`src/rtl/arb_pkg.sv`:
```
// Shared types and constants for the I/D main-memory arbiter.
// Port ids tag in-flight reads; MAX_LATENCY bounds the tag pipe.
package arb_pkg;

  typedef enum logic [1:0] {
    IDLE,
    GNT_I,
    GNT_D,
    DRAIN
  } state_t;

  localparam logic PORT_I = 1'b0;
  localparam logic PORT_D = 1'b1;

  localparam int MAX_LATENCY = 8;

endpackage

```
`src/rtl/arb_tag_pipe.sv`:
```
// {valid, port} shift register that follows each read to its return.
// Head entry lines up with mem_rdata; async clear drops in-flight reads.
module arb_tag_pipe
  import arb_pkg::*;
#(
  parameter int LATENCY = 4
) (
  input  logic clk,
  input  logic rst_n,
  input  logic in_valid,
  input  logic in_port,
  output logic head_valid,
  output logic head_port,
  output logic empty
);

  localparam int DEPTH =
    (LATENCY < 1) ? 1 :
    (LATENCY > MAX_LATENCY) ? MAX_LATENCY : LATENCY;

  logic [DEPTH-1:0] vld;
  logic [DEPTH-1:0] prt;

  // Advance every cycle; idle and write cycles shift in an invalid slot
  always_ff @(posedge clk or negedge rst_n) begin
    if (!rst_n) begin
      vld <= '0;
      prt <= '0;
    end else begin
      vld[0] <= in_valid;
      prt[0] <= in_port;
      for (int i = 1; i < DEPTH; i++) begin
        vld[i] <= vld[i-1];
        prt[i] <= prt[i-1];
      end
    end
  end

  assign head_valid = vld[DEPTH-1];
  assign head_port  = prt[DEPTH-1];
  assign empty      = ~|vld;

endmodule

```
`src/rtl/mem_arbiter.sv`:
```
// I-cache / D-cache arbiter in front of a fixed-latency main memory.
// Define ARB_RR_EN for round-robin tie-break; default is D priority.
module mem_arbiter
  import arb_pkg::*;
#(
  parameter int LATENCY = 4,
  parameter int ADDR_W  = 16,
  parameter int DATA_W  = 16
) (
  input  logic              clk,
  input  logic              rst_n,
  input  logic              i_req,
  input  logic [ADDR_W-1:0] i_addr,
  output logic              i_gnt,
  output logic [DATA_W-1:0] i_data,
  output logic              i_data_valid,
  input  logic              d_req,
  input  logic [ADDR_W-1:0] d_addr,
  input  logic              d_wr,
  input  logic [DATA_W-1:0] d_wdata,
  output logic              d_gnt,
  output logic [DATA_W-1:0] d_data,
  output logic              d_data_valid,
  output logic              mem_en,
  output logic              mem_wr,
  output logic [ADDR_W-1:0] mem_addr,
  output logic [DATA_W-1:0] mem_wdata,
  input  logic [DATA_W-1:0] mem_rdata
);

  state_t state;
  logic   issue_rd;
  logic   issue_port;
  logic   head_valid;
  logic   head_port;
  logic   pipe_empty;

`ifdef ARB_RR_EN
  logic   last_srv;
`endif

  // Grant the owning port and steer its access onto the memory bus
  always_comb begin
    i_gnt      = (state == GNT_I) & i_req;
    d_gnt      = (state == GNT_D) & d_req;
    mem_en     = i_gnt | d_gnt;
    mem_wr     = d_gnt & d_wr;
    mem_addr   = '0;
    mem_wdata  = '0;
    if (d_gnt) begin
      mem_addr  = d_addr;
      mem_wdata = d_wdata;
    end else if (i_gnt) begin
      mem_addr  = i_addr;
    end
    issue_rd   = mem_en & ~mem_wr;
    issue_port = d_gnt ? PORT_D : PORT_I;
  end

  // Ownership FSM; DRAIN waits out in-flight reads before re-arbitrating
  always_ff @(posedge clk or negedge rst_n) begin
    if (!rst_n) begin
      state <= IDLE;
`ifdef ARB_RR_EN
      last_srv <= PORT_I;
`endif
    end else begin
      unique case (state)
        IDLE: begin
          if (d_req & i_req) begin
`ifdef ARB_RR_EN
            if (last_srv == PORT_I) begin
              state    <= GNT_D;
              last_srv <= PORT_D;
            end else begin
              state    <= GNT_I;
              last_srv <= PORT_I;
            end
`else
            state <= GNT_D;
`endif
          end else if (d_req) begin
            state <= GNT_D;
          end else if (i_req) begin
            state <= GNT_I;
          end
        end
        GNT_I: if (!i_req) state <= DRAIN;
        GNT_D: if (!d_req) state <= DRAIN;
        DRAIN: if (pipe_empty) state <= IDLE;
        default: state <= IDLE;
      endcase
    end
  end

  arb_tag_pipe #(
    .LATENCY(LATENCY)
  ) u_tags (
    .clk       (clk),
    .rst_n     (rst_n),
    .in_valid  (issue_rd),
    .in_port   (issue_port),
    .head_valid(head_valid),
    .head_port (head_port),
    .empty     (pipe_empty)
  );

  assign i_data       = mem_rdata;
  assign d_data       = mem_rdata;
  assign i_data_valid = head_valid & (head_port == PORT_I);
  assign d_data_valid = head_valid & (head_port == PORT_D);

endmodule

```
`config.mk`:
```
export PLATFORM = sky130hd
export DESIGN_NAME = mem_arbiter
export DESIGN_NICKNAME = d
export VERILOG_FILES = /design/src/rtl/arb_pkg.sv /design/src/rtl/arb_tag_pipe.sv /design/src/rtl/mem_arbiter.sv
export SDC_FILE = /design/constraint.sdc
export NUM_CORES = 1
export LEC_CHECK = 0
export CAP_MARGIN = 5
export CORE_ASPECT_RATIO = 0.6
export CORE_MARGIN = 2
export CORE_UTILIZATION = 25
export DETAILED_ROUTE_END_ITERATION = 10
export MAX_ROUTING_LAYER = met4
export PLACE_DENSITY = 0.81
export SKIP_CTS_REPAIR_TIMING = 1
export SYNTH_ARGS = -nofsm -noshare
export SYNTH_HDL_FRONTEND = slang
export SYNTH_HIERARCHICAL = 1
export SYNTH_SLANG_ARGS = --single-unit
```
`constraint.sdc`:
```
create_clock -name clk -period 1.75 [get_ports clk]
set_input_delay 0.175 -clock clk [delete_from_list [all_inputs] [get_ports clk]]
set_output_delay 0.175 -clock clk [all_outputs]
set_load 0.02 [all_outputs]
```
==> results by group <==
Status
  – Outcome: finished, violations left
  – Failing checks: setup timing

Detailed routing
  – Wire length per cell: 13.6 microns
  – Post-route ant nets: 0
  – Vias per cell: 4.38
  – DR DRC count: 0
  – DR iter-0 viols: 10
  – Via count: 1056
  – Drt pass-1 iters: 3
  – Final wirelength: 3270 microns

Timing
  – Final setup margin: -0.217 ns
  – Worst-margin pin slew: 0.425 ns
  – Slew HR: 71.6%
  – Peak Freq: 508 MHz
  – Period utilisation layout: 112%
  – RSZ-0062 raised after global routing: true
  – Slew Limit Fails: 0
  – Setup-failing EPs final: 16
  – Hold Fails Final Rpt: 0
  – Min Hold Slack: 0.256 ns
  – Setup Skew: 0.00101 ns
  – Final period demand of the worst path: 1.97 ns

Synth
  – Sequential share of the synthesized area: 24.1%
  – Syn Area/Cell: 9.44 sq um
  – Yosys top cell by area: dfrtp_1
  – Unique masters post-synth: 28
  – Number of synthesis warnings: 6
  – Ys async rst share: 100%
  – Post-Syn Area: 0.00104 sq mm
  – Area share of the largest cell type after synthesis: 24.1%
  – Top_reg_cell synth: dfrtp_1
  – Register bit total from synthesis: 10
  – Top cells by area, synth: dfrtp_1 24%, buf_4 24%, a22o_1 8.4%
  – Number of synthesized flops with an enable pin: 0
  – Post-Synthesis Cells: 110
  – Syn_nets: 183

Critical path
  – Critical-path maximum fanout: 8
  – Critical Path End Type: output pin
  – Worst Path Required: 1.57 ns
  – Reg2Reg Setup Slack: 0.12 ns
  – Reg2reg end: state[1]
  – Critical Path AT: 1.79 ns
  – Setup crit start kind: flop
  – Worst reg2reg path startpoint: state[0]
  – Kind of critical path: flop to output pin
  – Path depth of the worst reg2reg path: 8

Cells and area
  – Final core utilization: 52.3%
  – Finished Cell Area: 0.00212 sq mm
  – Antenna diodes: 0
  – Fin nets: 266
  – Layout cell share with drive strength beyond 1: 35.6%
  – Area Growth Syn to Fin: 104%

GRT
  – Initial antenna violation count: 0
  – Pin count of the biggest net entering global routing: 21
  – Vias in the first global route: 901
  – Overall routing resource usage: 11.1%
  – First-pass GRT wire length: 3940 microns
  – Total gr overflow: 0

Flow run
  – Max-Cap Viols: 0

Floorplan
  – Die Y: 53.9 microns
  – Initial core utilization: 25.6%
  – I/O pins: 139
  – Total core area: 0.00405 sq mm
  – Die area: 0.00470 sq mm
  – Num rows: 18
  – Horiz. Die Dim: 87.2 microns

Power and ir drop
  – Peak VDD IR: 0.394 mV
  – Sw Ratio: 39.2%
  – Pwr dens: 1160 mW/mm^2
  – Sw Pwr: 0.000962 W
  – Combinational power share: 75.8%
  – Total power: 0.00246 W
  – Pleak: 1.31 nW
  – Clk network pwr share: 9.0%
  – Internal power component: 0.00149 W
  – Sequential share of power: 15.2%

Clocking
  – CTS root buffer: clkbuf_8
  – TritonCTS clock tree: built
  – CTS clk-pin slew, worst paths: 0.04 ns
  – Max H-tree Level: 1
  – Cts bufs inserted: 3
  – Worst-Skew Late Latency: 0.23 ns
  – Clock Tree Buf Depth: 2
  – CTS sink count: 10

Placed design
  – Area after DPL: 0.00181 sq mm
  – Post-DP HPWL: 2440 microns
  – Placer congestion estimate: 0.721
  – Pre-CTS setup slack: -0.258 ns
  – PortBufs: 90

Min path
  – Hold WC Path Type: primary input to asynchronous set/reset pin
synth_stat cells, types with 2 or more instances:
cell type	n
buf_4	33
dfrtp_1	10
ha_1	4
clkbuf_1	3
inv_1	7
a22o_2	6
nor2b_1	2
and3_1	10
and3_2	7
a22o_1	10
cells in the final DEF (no fill, tap or decap), drive strengths merged, types with 2 or more instances in the layout:
cell type / instances
buf: 39
inv: 7
dfrtp: 10
a22o: 16
nor2b: 2
clkbuf: 6
clkdlybuf4s50: 54
and2: 2
and3: 17
dlymetal6s2s: 19
ha: 4
nor2: 2
area by class of cell:
cell class	instances	area, sq um
Sequential cell	10	250
Clock buffer	3	41.3
Multi-Input combinational cell	56	542
Inverter	7	26.3
Timing Repair Buffer	115	1200
Tap cell	50	62.6
Fill cell	372	1940
worst max path at each step:
stage	startpoint	endpoint	slack, ns	depth (start not counted)
4_1_cts	state[0]	mem_addr[15]	-0.50	6
2_1_floorplan	state[0]	mem_addr[10]	0.06	7
3_5_place_dp	i_req	mem_addr[13]	-0.26	5
6_report	state[0]	mem_addr[3]	-0.22	9
5_1_grt	state[0]	mem_addr[3]	-0.28	9
3_3_place_gp	state[0]	mem_addr[1]	-0.25	6
worst max-delay path, stage by stage (launching register included):
cell,delay [ns]
dfrtp_1,0.39
inv_2,0.08
ha_4,0.14
buf_6,0.09
and2_4,0.21
buf_6,0.13
nor2_8,0.04
buf_4,0.13
a22o_4,0.21
buf_6,0.12
power groups by stage:
stage                     Combinational, W  Clock, W  Sequential [W]
after floorplan                   0.000957         0        0.000365
after global placement             0.00154         0        0.000366
after detailed placement           0.00155         0        0.000370
after CTS                          0.00156  0.000228        0.000367
after global routing               0.00198  0.000234        0.000388
final                              0.00186  0.000221        0.000373
kinds of logic after synthesis:
family,share of synthesized area (%)
flip-flops,24.1
AND/OR/NAND/NOR,18.8
AO/OA/AOI/OAI,20.5
adder cells (fa/ha/maj),4.82
buffers and inverters,30.8
multiplexers,0.964
registers in the layout (all words and copies together), names as in the netlist:
signal / flops
u_tags/prt: 4
u_tags/vld: 4
state: 2
per-stage QoR:
step,std cells,setup TNS (ns)
floorplan,110,0
global placement,226,-5.08
detailed placement,226,-5.25
CTS,229,-13.50
global route,241,-3.08
finish,241,-2.03
routing by layer:
| metal | global-route usage (%) | share of wire [%] |
|---|---|---|
| met1 | 13.3 | 40 |
| met3 | 4.75 | 8.8 |
| met2 | 17.7 | 51 |
| met4 | 2.56 | 0.061 |
| met5 | - | 0 |
Power figures use the tool's default switching activity.
